## config.mk

```make
export PLATFORM = sky130hd
export DESIGN_NAME = pipe_hazard_ctrl
export DESIGN_NICKNAME = d
export VERILOG_FILES = /design/src/rtl/pipe_hazard_ctrl_pkg.sv /design/src/rtl/pipe_hazard_ctrl_load_use_detect.sv /design/src/rtl/pipe_hazard_ctrl.sv
export SDC_FILE = /design/constraint.sdc
export NUM_CORES = 1
export LEC_CHECK = 0
export ABC_CLOCK_PERIOD_IN_PS = 3750
export BUFFER_PORTS_ARGS = -buffer_cell sky130_fd_sc_hd__buf_4
export CAP_MARGIN = 40
export CORE_AREA = 4 4 50 60
export DETAILED_ROUTE_END_ITERATION = 8
export DIE_AREA = 0 0 54 64
export PLACE_DENSITY = 0.85
export SLEW_MARGIN = 20
export SYNTH_ARGS = -nofsm -noshare
export SYNTH_HDL_FRONTEND = slang
export SYNTH_SLANG_ARGS = --single-unit
```

## constraint.sdc

```tcl
create_clock -name vclk -period 3.75
set_input_delay 0.5625 -clock vclk [all_inputs]
set_output_delay 0.5625 -clock vclk [all_outputs]
set_load 0.02 [all_outputs]
```

## src/rtl/pipe_hazard_ctrl_pkg.sv

```systemverilog
// Shared pipeline package: hazard-controller state encoding, interrupt vector
// default and the register-zero constant.
// Ports: none (types and constants only).
package pipe_hazard_ctrl_pkg;

    typedef enum logic [1:0] {
        ST_RUN      = 2'd0,
        ST_IRQ_WAIT = 2'd1,
        ST_KERNEL   = 2'd2
    } hz_state_t;

    localparam logic [31:0] IRQ_VECTOR_DEFAULT = 32'h8000_0004;
    localparam logic [4:0]  REG_ZERO           = 5'd0;

endpackage

```

## src/rtl/pipe_hazard_ctrl_load_use_detect.sv

```systemverilog
// Combinational load-use compare: a load in EX writes a register the ID instruction reads.
// Ports: ex_mem_read/ex_rt describe the EX load; id_rs/id_rt/id_uses_rt describe ID sources;
//        hazard is high when ID must wait one cycle for the load data.
module load_use_detect
    import pipe_hazard_ctrl_pkg::*;
(
    input  logic       ex_mem_read,
    input  logic [4:0] ex_rt,
    input  logic [4:0] id_rs,
    input  logic [4:0] id_rt,
    input  logic       id_uses_rt,
    output logic       hazard
);

    // A load targeting r0 never produces a value, so it can never create a hazard.
    assign hazard = ex_mem_read && (ex_rt != REG_ZERO) &&
                    ((ex_rt == id_rs) || (id_uses_rt && (ex_rt == id_rt)));

endmodule

```

## src/rtl/pipe_hazard_ctrl.sv

```systemverilog
// Pipeline sequencing controller: PC / IF-ID / ID-EX enables and flushes, plus
// interrupt entry, kernel mode and eret return with EPC (only when PIPE_HAZARD_CTRL_IRQ_EN
// is defined; otherwise irq, id_eret and id_valid are ignored and the state stays RUN).
// Ports: hazard sources in (load in EX, branch in EX, jump/eret in ID, irq); enables,
//        flushes, redirect/redirect_pc, kernel and epc out. All controls are zero-latency.
module pipe_hazard_ctrl
    import pipe_hazard_ctrl_pkg::*;
#(
    parameter logic [31:0] IRQ_VECTOR = IRQ_VECTOR_DEFAULT
) (
    input  logic        clk,
    input  logic        reset,
    input  logic        id_valid,
    input  logic [4:0]  id_rs,
    input  logic [4:0]  id_rt,
    input  logic        id_uses_rt,
    input  logic        id_jump,
    input  logic        id_eret,
    input  logic [31:0] id_pc_plus_4,
    input  logic        ex_mem_read,
    input  logic [4:0]  ex_rt,
    input  logic        ex_branch_taken,
    input  logic        irq,
    output logic        pc_write,
    output logic        if_id_write,
    output logic        if_id_flush,
    output logic        id_ex_flush,
    output logic        redirect,
    output logic [31:0] redirect_pc,
    output logic        kernel,
    output logic [31:0] epc
);

    logic lu;

    load_use_detect u_lu (
        .ex_mem_read (ex_mem_read),
        .ex_rt       (ex_rt),
        .id_rs       (id_rs),
        .id_rt       (id_rt),
        .id_uses_rt  (id_uses_rt),
        .hazard      (lu)
    );

`ifdef PIPE_HAZARD_CTRL_IRQ_EN
    hz_state_t   state;
    logic [31:0] epc_q;
    logic        irq_take;
    logic        eret_take;

    // Entry needs a real ID instruction to become the EPC, and must not race a
    // branch flush or a stalled (not yet issuable) ID instruction.
    assign irq_take  = ((state == ST_RUN) || (state == ST_IRQ_WAIT)) && irq &&
                       id_valid && !lu && !ex_branch_taken;
    assign eret_take = (state == ST_KERNEL) && id_eret && id_valid &&
                       !lu && !ex_branch_taken;

    always_ff @(posedge clk or negedge reset) begin
        if (!reset) begin
            state <= ST_RUN;
            epc_q <= 32'h0;
        end else begin
            case (state)
                ST_RUN: begin
                    if (irq_take) begin
                        state <= ST_KERNEL;
                        epc_q <= id_pc_plus_4 - 32'd4;
                    end else if (irq) begin
                        state <= ST_IRQ_WAIT;
                    end
                end
                ST_IRQ_WAIT: begin
                    if (irq_take) begin
                        state <= ST_KERNEL;
                        epc_q <= id_pc_plus_4 - 32'd4;
                    end else if (!irq) begin
                        state <= ST_RUN;
                    end
                end
                ST_KERNEL: begin
                    if (eret_take) begin
                        state <= ST_RUN;
                    end
                end
                default: state <= ST_RUN;
            endcase
        end
    end

    assign kernel = (state == ST_KERNEL);
    assign epc    = epc_q;
`else
    // Interrupt path compiled out; these inputs are intentionally left unused.
    logic unused_irq_inputs;
    assign unused_irq_inputs = &{1'b0, id_valid, id_eret, irq, id_pc_plus_4};
    assign kernel = 1'b0;
    assign epc    = 32'h0;
`endif

    // Priority chain: branch > irq entry > load-use > eret > jump > normal.
    always_comb begin
        pc_write    = 1'b1;
        if_id_write = 1'b1;
        if_id_flush = 1'b0;
        id_ex_flush = 1'b0;
        redirect    = 1'b0;
        redirect_pc = IRQ_VECTOR;
        if (!reset) begin
            // Freeze the front end while reset is held.
            pc_write    = 1'b0;
            if_id_write = 1'b0;
        end else if (ex_branch_taken) begin
            if_id_flush = 1'b1;
            id_ex_flush = 1'b1;
`ifdef PIPE_HAZARD_CTRL_IRQ_EN
        end else if (irq_take) begin
            if_id_flush = 1'b1;
            id_ex_flush = 1'b1;
            redirect    = 1'b1;
`endif
        end else if (lu) begin
            pc_write    = 1'b0;
            if_id_write = 1'b0;
            id_ex_flush = 1'b1;
`ifdef PIPE_HAZARD_CTRL_IRQ_EN
        end else if (eret_take) begin
            redirect    = 1'b1;
            redirect_pc = epc_q;
            if_id_flush = 1'b1;
`endif
        end else if (id_jump) begin
            if_id_flush = 1'b1;
        end
    end

endmodule
```

# Yosys cells after proc, flatten, opt, wreduce, memory -nomap -nowiden
# Cells that the tools add are included.
[word_totals]
output_inout_bits = 70
elab_cells = 17
reg_bits = 0
input_bits = 56
[classes]
reduce_logical = 5
n_mux = 10
n_eq_ne = 2
[op_table]
columns = ["op", "count"]
rows = [
  ["5-bit == test", 2],
  ["1-bit two-way mux", 10],
  ["5-bit nonzero test", 1],
  ["1-bit logical AND", 3],
  ["1-bit logical OR", 1],
]

# Longest topological paths before layout
[logic_depth]
depth_word = 7
ltp_mapped = 5
ltp_nobuf = 4

# Hierarchy
# Synthesis repeated with hierarchy kept, for this count alone.
[hier_totals]
cells_unflattened = 91
hier_area_um2 = 675.6
[modules_own_cells]
columns = ["module", "cells_per_inst", "seq_area_each_um2", "instances", "area_each_um2"]
rows = [
  ["pipe_hazard_ctrl", 74, 0.0, 1, 543.0],
  ["load_use_detect", 17, 0.0, 1, 132.6],
]

# Least setup slack after synthesis
# OpenSTA, ideal clock, no wires.
[synth_path]
path_type = "in2out"
start = "in ex_rt[4]"
end = "out pc_write"
t_required_ps = 3188
path_slack_ps = 1267
n_path_buf = 1
t_arrival_ps = 1920
stages = 5
cell_sequence = "or4_1 > o21ai_2 > nor2_1 > a21oi_1 > buf_4"
[synth_via]
elab_chain_cells = 7
elab_cells_between_ends = 10
cone_classes = "2 x eq/ne; 3 x mux; 5 x reduce/logical"
[synth_rtl]
columns = ["element", "line_no", "source"]
rows = [
  ["start, declared", "pipe_hazard_ctrl.sv:21", "input logic [4:0] ex_rt,"],
  ["5-bit == test", "pipe_hazard_ctrl_load_use_detect.sv:17", "((ex_rt == id_rs) || (id_uses_rt && (ex_rt == id_rt)));"],
  ["1-bit logical AND", "pipe_hazard_ctrl_load_use_detect.sv:17", ""],
  ["1-bit logical OR", "pipe_hazard_ctrl_load_use_detect.sv:17", ""],
  ["1-bit logical AND *", "pipe_hazard_ctrl_load_use_detect.sv:16", "assign hazard = ex_mem_read && (ex_rt != REG_ZERO) &&"],
  ["1-bit two-way mux * (3 in a row)", "--", ""],
  ["end, declared", "pipe_hazard_ctrl.sv:24", "output logic pc_write,"],
]
# Every way passes the cells marked *; elsewhere a longest branch is shown, timed or not.

# Worst setup path after layout
[layout_path]
start = "in ex_rt[4]"
end = "out if_id_write"
[layout_via]
elab_chain_cells = 7
elab_cells_between_ends = 10
cone_classes = "2 x eq/ne; 3 x mux; 5 x reduce/logical"
[layout_rtl]
columns = ["element", "line_no", "source"]
rows = [
  ["5-bit == test", "pipe_hazard_ctrl_load_use_detect.sv:17", ""],
  ["1-bit logical AND", "pipe_hazard_ctrl_load_use_detect.sv:17", ""],
  ["1-bit logical OR", "pipe_hazard_ctrl_load_use_detect.sv:17", ""],
  ["1-bit logical AND *", "pipe_hazard_ctrl_load_use_detect.sv:16", ""],
  ["1-bit two-way mux *", "pipe_hazard_ctrl.sv:121", "end else if (lu) begin"],
  ["1-bit two-way mux *", "pipe_hazard_ctrl.sv:112", "end else if (ex_branch_taken) begin"],
  ["1-bit two-way mux *", "pipe_hazard_ctrl.sv:108", "if (!reset) begin"],
  ["end, declared", "pipe_hazard_ctrl.sv:25", "output logic if_id_write,"],
]
# Marks and branches as above.

==> impl_metrics.toml <==
[detailed_routing]
drt_drc_violations_left = 0
drt_first_pass_iters = 2
routedWlPerCell_um = 7.64
vias = 440
route.detailed.vias_per_inst = 2.99
postRouteWirelength_mm = 1.12
initialDrtViolationCount = 2
count_of_nets_left_with_antenna_violations_after_detail_routing = 0

[placed_design]
gp_congestion = 0.604
place.detailed.hpwl_mm = 1.11
place.port_buffers = 24
placed_area_um2 = 633

[yosys]
post-synth-top-area-fraction_pct = 74.6
post-synth-top-area-cell = "sky130_fd_sc_hd__buf_4"
synthDistinctLibCells = 14
synth_top_cells_by_area = "sky130_fd_sc_hd__buf_4 75%, sky130_fd_sc_hd__xnor2_1 13%, sky130_fd_sc_hd__a21oi_1 1.5%, sky130_fd_sc_hd__a22o_1 1.3%, sky130_fd_sc_hd__o21ai_2 1.3%"
netlist_area_um2 = 674
postSynthAreaPerCell_um2 = 7.25
proportion_of_synthesized_chip_area_in_sequential_cells_pct = 0
syn-instance-count = 93
ys_warn_count = 0

[clock_network]
post_cts_buffers = 0
cts_hold_buffers = 0
post_cts.resized_instances = 0

[setup_path]
critical_path.max_fanout = 3
critical_path_buffers_and_inverters = 2
crit_path_cell_trace = "buf_4 > or4_1 > o21ai_2 > nor2_1 > a21oi_1 > buf_4"
cpLargestDelayFamily = "simple AND/OR/NAND/NOR gates"
end_kind = "output pin"
path_common_cell = "sky130_fd_sc_hd__buf_4"
cp_slowest_cell = "sky130_fd_sc_hd__or4_1"
cp_slowest_stage_delay_ns = 0.55
setup.worst_path.class = "input pin to output pin"
worst_setup_path_start_kind = "input pin"
cp.arrival_ns = 1.86
cp.required_ns = 3.19

[pwr]
vdd_drop_max_mv = 0.0406
power_frac_clock_pct = 0
total_switching_power_mw = 0.0772
comb_power_share_pct = 100.0
p_per_area_nw_per_um2 = 164
power.leakage_nw = 0.378
pwr-share-seq_pct = 0
swShare_pct = 74.5
p_int_mw = 0.0264

[timing]
report.final.setup_viol = 0
grt_setup_unrepaired = "no"
timing.final.crit_share_pct = 64.5
slew_viol_final = 0
hold_violations = 0
max_clock_freq_mhz = 413
timing.final.crit_period_ns = 2.42
fin_setup_tns_ns = 0

[floorplanning]
starting_density_of_the_core_pct = 27.2
placement_rows = 20
top_level_ports = 126
die_area_um2 = 3460
die_w_um = 54
dieHeight_um = 64
core_region_area_um2 = 2480

[layout]
multi_input_combinational_cell_area_um2 = 408
clkbuf_count = 0
antenna_cells_inserted = 0
final_design_area_no_fill_um2 = 633
fraction_of_final_layout_cells_sized_beyond_drive_strength_1_pct = 21.9
fillCellCount = 280
sequential_cells = 0
regArea_um2 = 0
area_delta_synth_final_pct = -6.12
finalNetCount = 172

[global_routing]
grt.overflow.total = 0
via_count_of_the_first_global_routing_pass = 334
grt_max_degree = 4
grt.total_usage_pct = 4.82
grt_pass1_wl_mm = 1.32
number_of_antenna_violations_at_the_first_check_in_global_routing = 0

[outcome]
outcome = "finished clean"

[job]
max_cap_viol_count = 0

[hold_path]
min_delay_worst_endpoint = "id_ex_flush"
worstHoldPathType = "input pin to output pin"
holdCritStartpoint = "ex_branch_taken"
min_path_cells = 3
## worst min-delay path: cells and delay by family
kind                   cells  cell delay, ns
buffers and inverters      2            0.22
AO/OA/AOI/OAI              1            0.13
## through the flow
step | hold WS, ns | power [mW] | instances | utilization [%] | setup slack (ns)
2_1_floorplan | 1.27 | 0.129 | 157 | - | 1.27
3_3_place_gp | 1.47 | 0.101 | 147 | 25.6 | 1.36
3_5_place_dp | 1.48 | 0.102 | 147 | 25.6 | 1.30
4_1_cts | 1.48 | 0.102 | 147 | 25.6 | 1.30
5_1_grt | 1.50 | 0.112 | 147 | 25.6 | 1.21
6_report | 1.48 | 0.104 | 147 | 25.6 | 1.33
## power by group through the flow
stage | Sequential [mW] | Clock (mW) | Combinational, mW
3_3_place_gp | 0 | 0 | 0.101
2_1_floorplan | 0 | 0 | 0.129
5_1_grt | 0 | 0 | 0.112
4_1_cts | 0 | 0 | 0.102
6_report | 0 | 0 | 0.104
3_5_place_dp | 0 | 0 | 0.102
## final cells by class
| type | count | share of cell area [%] |
|---|---|---|
| multi-input combinational | 89 | 64.4 |
| timing repair buffer | 24 | 28.5 |
| tap | 33 | 6.52 |
| inverter | 1 | 0.593 |
## routing by layer
metal | up-vias | global-route usage, % | routed length (µm)
met5 | - | 0 | 0
met4 | 0 | 0 | 0
met3 | 0 | 0.466 | 308
met2 | 63 | 11.1 | 559
met1 | 179 | 4.20 | 255
li1 | 198 | - | -
## cells in the final DEF (no fill, tap or decap), drive strengths merged
cell type,synthesis,routed
nand4,1,1
inv,1,1
or4,1,1
nand3,1,1
nand2,2,2
nor2,2,2
o21ai,2,2
xnor2,10,10
a22o,1,1
conb,2,66
o22ai,1,1
a21oi,2,2
buf,67,24
## how the worst max path moves through the flow
stage | end | from | depth (start not counted)
after floorplan | pc_write | ex_rt[4] | 5
after global placement | if_id_write | ex_rt[4] | 6
after detailed placement | if_id_write | ex_rt[4] | 6
after CTS | if_id_write | ex_rt[4] | 6
after global routing | pc_write | ex_rt[4] | 6
final | if_id_write | ex_rt[4] | 6
## logic make-up after synthesis
kind of cell    share of synthesized area, %
buf+inv                                 75.1
xor+xnor                                13.0
simple gates                            5.01
compound gates                          5.75
other cells                             1.11
## cell usage after synthesis (all sizes together)
cell and n:
nand3 1, a22o 1, inv 1, nand4 1, or4 1, a21oi 2, conb 2, nand2 2
o21ai 2, o22ai 1, xnor2 10, nor2 2, buf 67
Power figures use the tool's default switching activity.
